$ cat config.mk
export PLATFORM = sky130hd
export DESIGN_NAME = systolic_pe_mac
export DESIGN_NICKNAME = d
export VERILOG_FILES = /design/src/rtl/systolic_pkg.sv /design/src/rtl/pe_sat_acc.sv /design/src/rtl/systolic_pe_mac.sv
export SDC_FILE = /design/constraint.sdc
export NUM_CORES = 1
export LEC_CHECK = 0
export ABC_AREA = 1
export BUFFER_PORTS_ARGS = -buffer_cell sky130_fd_sc_hd__buf_2
export CAP_MARGIN = 20
export CORE_MARGIN = 2
export CORE_UTILIZATION = 40
export CTS_BUF_LIST = sky130_fd_sc_hd__clkbuf_2 sky130_fd_sc_hd__clkbuf_4 sky130_fd_sc_hd__clkbuf_8
export DETAILED_ROUTE_END_ITERATION = 6
export GPL_TIMING_DRIVEN = 1
export SKIP_CTS_REPAIR_TIMING = 1
export SYNTH_ARGS = -nofsm -noshare
export SYNTH_HDL_FRONTEND = slang
export SYNTH_HIERARCHICAL = 1
export SYNTH_SLANG_ARGS = --single-unit
$ cat constraint.sdc
create_clock -name i_clk -period 2.2 [get_ports i_clk]
set_input_delay 0.33 -clock i_clk [delete_from_list [all_inputs] [get_ports i_clk]]
set_output_delay 0.33 -clock i_clk [all_outputs]
set_load 0.01 [all_outputs]
$ cat src/rtl/systolic_pkg.sv
// Shared types and width-generic arithmetic helpers for the systolic array processing elements.
// Helpers work on MAX_W-bit vectors with an explicit active width so one body serves every instance.
package systolic_pkg;

  localparam int unsigned DEFAULT_DATA_W = 8;
  localparam int unsigned DEFAULT_ACC_W  = 32;
  localparam int unsigned MAX_W          = 128;

  typedef enum logic {
    EMPTY = 1'b0,
    FULL  = 1'b1
  } pe_res_state_t;

  function automatic logic [MAX_W-1:0] lo_mask(input int unsigned w);
    return (MAX_W'(1) << w) - MAX_W'(1);
  endfunction

  function automatic logic bit_at(input logic [MAX_W-1:0] v, input int unsigned idx);
    return |(v & (MAX_W'(1) << idx));
  endfunction

  // Sign- or zero-extend the low from_w bits of v to MAX_W bits.
  function automatic logic [MAX_W-1:0] extend(input logic [MAX_W-1:0] v,
                                              input int unsigned from_w,
                                              input logic is_signed);
    logic [MAX_W-1:0] m;
    logic             sgn;
    m   = lo_mask(from_w);
    sgn = bit_at(v, from_w - 1);
    return (v & m) | ((is_signed & sgn) ? ~m : '0);
  endfunction

  function automatic logic [MAX_W-1:0] add_full(input logic [MAX_W-1:0] a,
                                                input logic [MAX_W-1:0] b,
                                                input int unsigned w,
                                                input logic is_signed);
    logic [MAX_W-1:0] m;
    m = lo_mask(w);
    return extend(a & m, w, is_signed) + extend(b & m, w, is_signed);
  endfunction

  // The w+1 bit exact sum leaves the w-bit range.
  function automatic logic add_ovf(input logic [MAX_W-1:0] a,
                                   input logic [MAX_W-1:0] b,
                                   input int unsigned w,
                                   input logic is_signed);
    logic [MAX_W-1:0] full;
    full = add_full(a, b, w, is_signed);
    return is_signed ? (bit_at(full, w) ^ bit_at(full, w - 1)) : bit_at(full, w);
  endfunction

  function automatic logic [MAX_W-1:0] sat_add(input logic [MAX_W-1:0] a,
                                               input logic [MAX_W-1:0] b,
                                               input int unsigned w,
                                               input logic is_signed,
                                               input logic saturate);
    logic [MAX_W-1:0] m;
    logic [MAX_W-1:0] full;
    logic [MAX_W-1:0] smax;
    logic [MAX_W-1:0] smin;
    logic             neg;
    m    = lo_mask(w);
    full = add_full(a, b, w, is_signed);
    neg  = is_signed & bit_at(full, w);
    smax = is_signed ? (m >> 1) : m;
    smin = is_signed ? (m & ~(m >> 1)) : '0;
    if (saturate && add_ovf(a, b, w, is_signed)) begin
      return neg ? smin : smax;
    end
    return full & m;
  endfunction

endpackage

$ cat src/rtl/pe_sat_acc.sv
// Combinational multiply, extend, accumulate with overflow detect and optional clamp.
module pe_sat_acc
  import systolic_pkg::*;
#(
  parameter int unsigned DATA_W = DEFAULT_DATA_W,
  parameter int unsigned ACC_W  = DEFAULT_ACC_W,
  parameter bit          SIGNED = 1'b0,
  parameter bit          SAT    = 1'b1
) (
  input  logic [ACC_W-1:0]  i_acc,
  input  logic [DATA_W-1:0] i_a,
  input  logic [DATA_W-1:0] i_b,
  input  logic              i_fire,
  output logic [ACC_W-1:0]  o_sum_c,
  output logic              o_ovf_c
);

  localparam int unsigned PROD_W = 2 * DATA_W;

  logic [PROD_W-1:0] w_a_ext;
  logic [PROD_W-1:0] w_b_ext;
  logic [PROD_W-1:0] w_prod;
  logic [ACC_W-1:0]  w_addend;

  if (ACC_W + 1 > MAX_W) begin : g_bad_width
    $error("ACC_W exceeds the helper vector width");
  end

  // Low PROD_W bits of the product of extended operands are exact for both signednesses.
  assign w_a_ext  = PROD_W'(extend(MAX_W'(i_a), DATA_W, SIGNED));
  assign w_b_ext  = PROD_W'(extend(MAX_W'(i_b), DATA_W, SIGNED));
  assign w_prod   = w_a_ext * w_b_ext;
  assign w_addend = i_fire ? ACC_W'(extend(MAX_W'(w_prod), PROD_W, SIGNED)) : '0;

  assign o_sum_c = ACC_W'(sat_add(MAX_W'(i_acc), MAX_W'(w_addend), ACC_W, SIGNED, SAT));
  assign o_ovf_c = add_ovf(MAX_W'(i_acc), MAX_W'(w_addend), ACC_W, SIGNED);

endmodule

$ cat src/rtl/systolic_pe_mac.sv
// Systolic processing element: operand forwarding, MAC accumulator and a drain/clear
// path delivering results through a valid/ready result register.
module systolic_pe_mac
  import systolic_pkg::*;
#(
  parameter int unsigned DATA_W = DEFAULT_DATA_W,
  parameter int unsigned ACC_W  = DEFAULT_ACC_W,
  parameter bit          SIGNED = 1'b0,
  parameter bit          SAT    = 1'b1
) (
  input  logic              i_clk,
  input  logic              i_arst_n,
  input  logic [DATA_W-1:0] i_a,
  input  logic              i_a_valid,
  input  logic [DATA_W-1:0] i_b,
  input  logic              i_b_valid,
  output logic [DATA_W-1:0] o_a,
  output logic              o_a_valid,
  output logic [DATA_W-1:0] o_b,
  output logic              o_b_valid,
  input  logic              i_clear,
  input  logic              i_drain,
  output logic              o_drain_ready,
  output logic [ACC_W-1:0]  o_acc,
  output logic              o_acc_valid,
  input  logic              i_acc_ready,
  output logic              o_ovf
);

  if (ACC_W < 2 * DATA_W) begin : g_bad_acc_w
    $error("ACC_W must be at least 2*DATA_W");
  end

  logic [DATA_W-1:0] r_a;
  logic              r_a_valid;
  logic [DATA_W-1:0] r_b;
  logic              r_b_valid;
  logic [ACC_W-1:0]  r_acc;
  logic [ACC_W-1:0]  r_res;
  logic              r_ovf;
  pe_res_state_t     r_state;

  logic              w_fire;
  logic              w_drain_ready;
  logic              w_drain_acc;
  logic [ACC_W-1:0]  w_sum;
  logic              w_sum_ovf;

  assign w_fire = i_a_valid & i_b_valid;

  // Ready is held low while in reset so every output reads 0 during reset.
  assign w_drain_ready = i_arst_n & ((r_state == EMPTY) | i_acc_ready);
  assign w_drain_acc   = i_drain & w_drain_ready & ~i_clear;

  pe_sat_acc #(
    .DATA_W (DATA_W),
    .ACC_W  (ACC_W),
    .SIGNED (SIGNED),
    .SAT    (SAT)
  ) u_sat_acc (
    .i_acc   (r_acc),
    .i_a     (i_a),
    .i_b     (i_b),
    .i_fire  (w_fire),
    .o_sum_c (w_sum),
    .o_ovf_c (w_sum_ovf)
  );

  always_ff @(posedge i_clk or negedge i_arst_n) begin
    if (!i_arst_n) begin
      r_a       <= '0;
      r_a_valid <= 1'b0;
      r_b       <= '0;
      r_b_valid <= 1'b0;
      r_acc     <= '0;
      r_res     <= '0;
      r_ovf     <= 1'b0;
      r_state   <= EMPTY;
    end else begin
      r_a_valid <= i_a_valid;
      r_b_valid <= i_b_valid;
      if (i_a_valid) r_a <= i_a;
      if (i_b_valid) r_b <= i_b;

      // Clear discards a same-cycle product; an accepted drain carries it into the result.
      if (i_clear || w_drain_acc) begin
        r_acc <= '0;
        r_ovf <= 1'b0;
      end else begin
        r_acc <= w_sum;
        r_ovf <= r_ovf | w_sum_ovf;
      end

      case (r_state)
        EMPTY: begin
          if (w_drain_acc) begin
            r_res   <= w_sum;
            r_state <= FULL;
          end
        end
        FULL: begin
          if (w_drain_acc) begin
            r_res <= w_sum;
          end else if (i_acc_ready) begin
            r_state <= EMPTY;
          end
        end
        default: r_state <= EMPTY;
      endcase
    end
  end

  assign o_a           = r_a;
  assign o_a_valid     = r_a_valid;
  assign o_b           = r_b;
  assign o_b_valid     = r_b_valid;
  assign o_acc         = r_res;
  assign o_acc_valid   = (r_state == FULL);
  assign o_ovf         = r_ovf;
  assign o_drain_ready = w_drain_ready;

endmodule

After elaboration in Yosys (flattened, before gate mapping)
Cells that the tools add are included.
{"block": "classes", "addsub": 1, "multipliers": 1, "n_div": 0, "n_lt_le_gt_ge": 0, "n_eq_ne": 0, "n_shift": 0, "n_mux": 11, "bitwise": 8, "reduce_logical": 1}
{"operator": "$mux W32", "n": 4}
{"operator": "$add A32 B16 Y33", "n": 1}
{"operator": "$mul A8 B8 Y16", "n": 1}
{"operator": "$mux W16", "n": 1}
{"operator": "$mux W1", "n": 5}
{"operator": "$and A1 B1 Y1", "n": 4}
{"operator": "$not A1 Y1", "n": 2}
{"operator": "$or A1 B1 Y1", "n": 2}
{"operator": "$pmux W1 S2", "n": 1}
{"operator": "$logic_or A1 B1 Y1", "n": 1}
{"block": "word_totals", "reg_bits": 84, "latchBits": 0, "ramBits": 0, "romBits": 0, "inputBits": 23, "out_inout_bits": 53, "word_cells": 30, "mem_count": 0}

Longest topological paths before layout
Gate-level depths: netlist of run 1.
{"block": "depth", "ltp_word": 7, "ltp_mapped": 34, "depth_no_buf": 33}

By module
The synthesis of run 1 kept the hierarchy.
{"mod": "pe_sat_acc", "instances": 1, "cells_per_inst": 755, "area_per_inst_um2": 4287.9, "seq_area_each_um2": 0.0}
{"mod": "systolic_pe_mac", "instances": 1, "cells_per_inst": 291, "area_per_inst_um2": 3116.7, "seq_area_each_um2": 2102.0}

Worst setup path after synthesis of run 1
Ideal clock, no wire load.
{"block": "synth_path", "kind": "input to register", "start": "in i_a[2]", "end": "reg r_res[29] (netlist: o_acc[29])", "setup_time_ns": 0.119, "arrival_ns": 5.108, "required_time_ns": 2.081, "path_slack_ns": -3.027, "path_stages": 28, "n_path_buf": 1, "path_cell_list": "clkbuf_1 -> nand2_1 -> inv_1 -> fa_1 -> fa_1 -> fa_1 -> inv_1 -> fa_1 -> inv_1 -> ha_1 -> inv_1 -> o21ai_0 -> a21oi_1 -> nand2_1 -> nand2_1 -> nand2_1 -> nand2_1 -> nand2_1 -> nor2_1 -> ha_1 -> nand2_1 -> o21ai_1 -> nand2_1 -> or2_2 -> nand3_1 -> nand3_2 -> nand4_1 -> nand2_1"}
{"block": "synth_via", "elab_chain_cells": 6}
{"item": "start, declared", "line_no": "systolic_pe_mac.sv:13", "text": "input logic [DATA_W-1:0] i_a,"}
{"item": "$mul A8 B8 Y16 *", "line_no": "pe_sat_acc.sv:32", "text": "assign w_prod = w_a_ext * w_b_ext;"}
{"item": "$mux W16 *", "line_no": "pe_sat_acc.sv:33", "text": "assign w_addend = i_fire ? ACC_W'(extend(MAX_W'(w_prod), PROD_W, SIGNED)) : '0;"}
{"item": "$add A32 B16 Y33 *"}
{"item": "$mux W1", "line_no": "systolic_pkg.sv:67", "text": "if (saturate && add_ovf(a, b, w, is_signed)) begin"}
{"item": "$mux W32 *", "line_no": "systolic_pkg.sv:70", "text": "return full & m;"}
{"item": "via w_sum[29]", "line_no": "systolic_pe_mac.sv:46", "text": "logic [ACC_W-1:0] w_sum;"}
{"item": "$mux W32 *", "line_no": "systolic_pe_mac.sv:96, systolic_pe_mac.sv:102"}
{"item": "end signal, assigned", "line_no": "systolic_pe_mac.sv:97", "text": "r_res <= w_sum;"}
{"item": "end signal, assigned", "line_no": "systolic_pe_mac.sv:103", "text": "r_res <= w_sum;"}
{"item": "end, declared", "line_no": "systolic_pe_mac.sv:39", "text": "logic [ACC_W-1:0] r_res;"}
Mark *: on every way through the listed nets, which the timed path passes. The rest lies on a longest branch. The select of a mux whose other input is x is not followed.
A chain may end at the register's enable or synchronous reset.

Final worst setup path of run 1
{"block": "layout_path", "start": "in i_a[3]", "end": "reg r_res[12] (netlist: o_acc[12])"}
The elaborated chain is that of the path after synthesis.

==> results.json, run 1 <==
{
  "postRouteAntennaNets": 0,
  "setup_tns_ns": -167.95,
  "io-pin-count": 76,
  "synth_seq_cells": 84,
  "synth.yosys.warnings": 6,
  "fillerInstances": 1742,
  "fmax_mhz": 206,
  "synth_fp_nets": 1158,
  "syn2layout_area_growth_pct": 31.0,
  "crit_fanout": 7,
  "clkSinkCount": 84,
  "vias": 6704,
  "die_h_um": 140,
  "grt_util_all_layers": 0.195,
  "placed_cells": 1416,
  "grt_antenna_before_repair": 0,
  "post-route-period-util": 2.21,
  "cts.clk_slew.worst_paths_ns": 0.09,
  "initial_core_util": 0.409,
  "reg2reg_to": "o_acc[4]",
  "tightest_slew_ns": 0.513,
  "hpwl_um": 14400,
  "diodes": 0,
  "worst_setup_path_start_kind": "primary input",
  "synth_commonest_cells": "nand2_1 (324), inv_1 (235), dfrtp_1 (84), nor2_1 (78), ha_1 (52)",
  "min_path_type": "in2async",
  "grt_start_max_net_pins": 85,
  "synth_top_cell_by_area": "dfrtp_1",
  "maxSlewViolCount": 0,
  "die_area_mm2": 0.0196,
  "place_area_mm2": 0.00881,
  "cts_root_buffer": "clkbuf_8",
  "worstPathArrival_ns": 5.12,
  "netSwitchingPower_mw": 2.91,
  "clk_path_buf_depth": 2,
  "core.rowCount": 49,
  "drc": 2,
  "fin_ws_ns": -2.66,
  "wl_per_cell_um": 12.9,
  "cp.depth": 28,
  "avgSynthCellArea_um2": 7.08,
  "p_leak_nw": 5.71,
  "synth_top_area_share": 0.284,
  "synth_most_common_cell": "nand2_1",
  "synthFlopType": "dfrtp_1",
  "cts_tree": "built",
  "p_clk_frac": 0.165,
  "multi_input_area_mm2": 0.00482,
  "failed_checks": "design-rule violations, negative setup slack",
  "p_seq_frac": 0.257,
  "final_cells": 1442,
  "hold_viol": 0,
  "grt-ovfl-total": 0,
  "first_global_vias": 6631,
  "reg2reg_from": "r_acc[0]",
  "setup_viol": 65,
  "synth_edf_count": 0,
  "place_ws_ns": -3.11,
  "crit_type": "in2reg",
  "reg2reg_depth": 15,
  "cp.required_ns": 2.46,
  "async_reset_ff_frac": 1.00,
  "core_mm2": 0.0181,
  "p_per_area_mw_per_mm2": 730,
  "holdWs_ns": 0.00964,
  "nets": 1320,
  "slew_headroom": 0.656,
  "grt_pass1_wl_um": 31500,
  "htreeDepth": 3,
  "endpoint_kind": "flip-flop",
  "combPwrFrac": 0.578,
  "critPathMaxStageDelay_ns": 0.51,
  "critical_path.top_delay_family": "adder cells",
  "status": "finished, violations left",
  "rrSetupSlack_ns": -0.15,
  "power.internal_mw": 4.17,
  "rsz0062_at_grt": "yes",
  "wl_um": 18700,
  "p_sw_frac": 0.412,
  "fin_area_mm2": 0.00970,
  "gp_routability_congestion": 0.960,
  "die-width_um": 140,
  "skew_ns": 0.0139,
  "synthesis.area_mm2": 0.00740,
  "peakVddDrop_mv": 0.488,
  "numPortBuffers": 75,
  "clk_latency_ns": 0.38,
  "first_pass_iters": 7,
  "layout-drive-gt1-share": 0.318,
  "synth.area.top_cells": "dfrtp_1 (28%), nand2_1 (16%), inv_1 (12%), fa_1 (10%), ha_1 (8.8%)",
  "numCtsBuffers": 9,
  "synthCells": 1046,
  "yosysUniqueCellTypes": 35,
  "path_buf_inv": 6,
  "max_cap_viol_count": 0,
  "regArea_mm2": 0.00210,
  "post_drt_via_cell_ratio": 4.65,
  "ys_seq_area_frac": 0.284,
  "fin_crit_ns": 4.86,
  "drt_iter0_markers": 384,
  "crit_slowest_cell": "fa_1"
}
cell families after synthesis:
family	after synthesis	share of synthesized area
flops	84	0.284
buf+inv	279	0.148
simple gates	526	0.313
compound gates	42	0.0319
xor+xnor	10	0.0118
fa+ha+maj	89	0.188
mux	16	0.0243
worst max path at each step:
| stage | startpoint | end | slack (ns) |
|---|---|---|---|
| finish | i_a[3] | o_acc[12] | -2.66 |
| global route | i_a[6] | o_acc[22] | -2.91 |
| CTS | i_a[2] | o_acc[16] | -2.74 |
| detailed placement | i_a[2] | o_acc[27] | -3.11 |
| global placement | i_b[5] | o_acc[29] | -3.09 |
| floorplan | i_b[5] | o_acc[26] | -2.64 |
power groups by stage:
stage | logic, mW | registers, mW | clock network [mW]
detailed placement | 3.40 | 1.84 | 0
global route | 4.59 | 1.84 | 1.27
CTS | 3.44 | 1.82 | 1.21
floorplan | 2.11 | 1.90 | 0
global placement | 3.38 | 1.85 | 0
finish | 4.09 | 1.82 | 1.17
area by class of cell:
type | instances | area share
clock buffer | 10 | 0.0135
sequential | 84 | 0.217
inverter | 241 | 0.0935
timing repair buffer | 189 | 0.142
multi-input combinational | 683 | 0.497
tap | 229 | 0.0295
clock inverter | 6 | 0.00735
sequential cells by signal, indices dropped and copies added, names as in the netlist:
name and flops:
o_acc 32, r_acc 32, o_a 8, o_b 8, o_a_valid 1, o_acc_valid 1, o_b_valid 1, o_ovf 1
per-layer routing:
| layer | GRT usage | vias to the layer above | part of all wire |
|---|---|---|---|
| li1 | - | 3466 | - |
| met3 | 0.0260 | 18 | 0.036 |
| met2 | 0.307 | 118 | 0.45 |
| met5 | 0 | - | 0 |
| met4 | 0.0399 | 0 | 0.011 |
| met1 | 0.289 | 3102 | 0.50 |
metrics by stage:
step	util	total power [mW]
2_1_floorplan	-	4.01
3_3_place_gp	0.487	5.23
3_5_place_dp	0.487	5.25
4_1_cts	0.498	6.47
5_1_grt	0.536	7.70
6_report	0.536	7.08
worst register-to-register path, cell delays in order, from the launching register on:
cell and delay, ns:
dfrtp_1 0.34, ha_1 0.16, inv_1 0.05, fa_1 0.39
inv_1 0.10, nand3_1 0.07, nand3_1 0.15, nand2_1 0.09
nand2_2 0.09, nand2_1 0.09, nand2_2 0.12, nand3_4 0.16
clkbuf_16 0.24, nand2_4 0.06, nand4_1 0.09, nand2_1 0.11
cell usage in the layout, fill, tap and decap left out, types with 6 or more instances in the layout:
cell type and instances:
clkbuf_8 9, ha_1 41, buf_4 108, nand2_4 13, nand3_2 18, nand3_1 28, fa_1 36, a21oi_1 9
ha_4 10, xor2_1 7, nor2_1 61, buf_2 62, nand2_1 282, nand2_2 35, dfrtp_1 84, a21oi_2 10
nand3_4 8, nor3_1 10, nor2_2 14, inv_1 215, buf_6 10, mux2_2 16, nor2_4 6, inv_2 25
nand4_1 37
No activity file was read; power rests on OpenSTA's default activity.
==> run 2, diff against run 1 <==
--- a/config.mk
+++ b/config.mk
@@ -5,12 +5,11 @@
 export SDC_FILE = /design/constraint.sdc
 export NUM_CORES = 1
 export LEC_CHECK = 0
-export ABC_AREA = 1
+export ABC_AREA = 0
 export BUFFER_PORTS_ARGS = -buffer_cell sky130_fd_sc_hd__buf_2
 export CAP_MARGIN = 20
 export CORE_MARGIN = 2
 export CORE_UTILIZATION = 40
-export CTS_BUF_LIST = sky130_fd_sc_hd__clkbuf_2 sky130_fd_sc_hd__clkbuf_4 sky130_fd_sc_hd__clkbuf_8
 export DETAILED_ROUTE_END_ITERATION = 6
 export GPL_TIMING_DRIVEN = 1
 export SKIP_CTS_REPAIR_TIMING = 1
==> run 2 against run 1 <==
Effect of this change: the run ends with negative setup slack left; highest routed layer unchanged; clock power up 39%; global-route usage decreased by 0.74 points; via count shrank 23%; final cell count is 29% lower; critical path type unchanged; wire length fell by 13%; worst setup slack got worse by 0.64 ns.
==> results.json, run 2 <==
{
  "cts_root_buffer": "clkbuf_16",
  "synth_edf_count": 0,
  "grt_pass1_wl_um": 25400,
  "rsz0062_at_grt": "yes",
  "drt_iter0_markers": 170,
  "worst_setup_path_start_kind": "primary input",
  "numCtsBuffers": 9,
  "endpoint_kind": "flip-flop",
  "grt-ovfl-total": 0,
  "synth.area.top_cells": "dfrtp_1 (33%), fa_1 (12%), ha_1 (10%), and2_1 (10%), mux2_2 (8.4%)",
  "crit_slowest_cell": "fa_1",
  "peakVddDrop_mv": 0.451,
  "slew_headroom": 0.610,
  "placed_cells": 991,
  "diodes": 0,
  "post-route-period-util": 2.50,
  "setup_viol": 65,
  "place_area_mm2": 0.00801,
  "synth_top_cell_by_area": "dfrtp_1",
  "first_global_vias": 5387,
  "avgSynthCellArea_um2": 10.4,
  "layout_commonest_cell": "buf_4",
  "reg2reg_depth": 13,
  "cts.clk_slew.worst_paths_ns": 0.07,
  "die_h_um": 131,
  "wl_um": 16300,
  "cp.required_ns": 2.45,
  "synthFlopType": "dfrtp_1",
  "cts_tree": "built",
  "fin_ws_ns": -3.29,
  "fmax_mhz": 182,
  "yosysUniqueCellTypes": 59,
  "vias": 5194,
  "async_reset_ff_frac": 1.00,
  "post_drt_via_cell_ratio": 5.07,
  "clkSinkCount": 84,
  "reg2reg_from": "r_acc[0]",
  "skew_ns": 0.0107,
  "synth_commonest_cells": "and2_1 (103), dfrtp_1 (84), inv_1 (59), ha_1 (52), mux2_2 (48)",
  "synth_most_common_cell": "and2_1",
  "hpwl_um": 12000,
  "wl_per_cell_um": 15.9,
  "synth_fp_nets": 731,
  "drc": 0,
  "crit_fanout": 7,
  "crit_type": "in2reg",
  "final_cells": 1025,
  "first_pass_iters": 4,
  "gp_routability_congestion": 0.853,
  "grt_util_all_layers": 0.188,
  "synthCells": 619,
  "die_area_mm2": 0.0171,
  "layout-drive-gt1-share": 0.489,
  "core.rowCount": 46,
  "fillerInstances": 1346,
  "rrSetupSlack_ns": -0.47,
  "final_cell_mix": "buf_4 (101), dfrtp_1 (84), and2_1 (76)",
  "p_per_area_mw_per_mm2": 830,
  "grt_start_max_net_pins": 45,
  "reg2reg_to": "o_acc[20]",
  "postRouteAntennaNets": 0,
  "clk_path_buf_depth": 2,
  "synth_top_area_share": 0.328,
  "max_cap_viol_count": 0,
  "core_mm2": 0.0158,
  "clk_latency_ns": 0.36,
  "p_leak_nw": 4.61,
  "synth_seq_cells": 84,
  "synth.yosys.warnings": 6,
  "status": "finished, violations left",
  "hold_viol": 0,
  "htreeDepth": 3,
  "grt_antenna_before_repair": 0,
  "min_path_type": "in2async",
  "fin_area_mm2": 0.00919,
  "critPathMaxStageDelay_ns": 0.52,
  "ys_seq_area_frac": 0.328,
  "io-pin-count": 76,
  "syn2layout_area_growth_pct": 43.3,
  "synthesis.area_mm2": 0.00642,
  "initial_core_util": 0.407,
  "total_power_mw": 7.63,
  "tightest_slew_ns": 0.584,
  "die-width_um": 131,
  "fin_crit_ns": 5.49,
  "maxSlewViolCount": 0,
  "startpoint": "i_b[5]",
  "worstPathArrival_ns": 5.74,
  "failed_checks": "negative setup slack",
  "numPortBuffers": 75,
  "nets": 916
}
-- run 2: cell types whose count changed after synthesis, sizes merged, moves of 17 or more --
cell	delta
and2	+104
inv	-182
nand2	-291
clkbuf	-17
nand4	-33
nor2	-68
mux2	+34
nand3	-46
-- run 2: cell type report --
type	instances	area (um2)	share of cell area
clock buffers	9	225	0.0245
multi-input cells	463	4860	0.529
repair buffers	187	1430	0.155
inverters	59	221	0.0241
well taps	216	270	0.0294
flip-flops and latches	84	2100	0.229
clock inverters	7	86.3	0.00939
-- run 2: how the worst max path moves through the flow --
stage | slack, ns | endpoint
CTS | -3.35 | o_acc[15]
detailed placement | -3.71 | o_acc[15]
global placement | -3.56 | o_acc[26]
global route | -3.46 | o_acc[27]
finish | -3.29 | o_acc[27]
floorplan | -3.08 | o_acc[26]
-- run 2: logic make-up (layout without fill, tap and decap cells) --
logic type | after synthesis | in the layout | synth area share
AO/OA/AOI/OAI | 100 | 100 | 0.106
XOR/XNOR | 22 | 22 | 0.0300
adder cells (fa/ha/maj) | 89 | 89 | 0.217
buffers and inverters | 72 | 262 | 0.0478
flip-flops | 84 | 84 | 0.328
multiplexers | 51 | 51 | 0.0893
AND/OR/NAND/NOR | 201 | 201 | 0.182
-- run 2: critical path, delay by kind of cell --
kind	cells	cell delay (ns)
AOI/OAI and AO/OA	4	0.61
xor gates and xnor gates	1	0.09
adders and majority gates	6	2.33
buffers and inverters	6	0.64
muxes	1	0.25
and+or+nand+nor	8	1.48
-- run 2: power breakdown --
part           total [mW]  internal, mW  leakage (nW)  switching [mW]
sequential           1.85          1.74          1.12           0.112
clock                1.63         0.909         0.151           0.717
combinational        4.16          2.18          3.34            1.97
-- run 2: through the flow --
| stage | setup slack (ns) | hold slack (ns) | util | TNS [ns] |
|---|---|---|---|---|
| finish | -3.29 | 0.0637 | 0.583 | -201.94 |
| global route | -3.46 | 0.0936 | 0.583 | -213.29 |
| CTS | -3.35 | 0.0719 | 0.528 | -206.62 |
| detailed placement | -3.71 | 0.462 | 0.508 | -228.76 |
| global placement | -3.56 | 0.449 | 0.508 | -222.94 |
| floorplan | -3.08 | 0.0344 | - | -188.25 |
-- run 2: routing by layer --
metal	track usage	up-vias	part of all wire
met5	0	-	0
met4	0.0870	0	0.024
met3	0.0257	30	0.022
met2	0.327	84	0.52
met1	0.231	2609	0.43
li1	-	2471	-
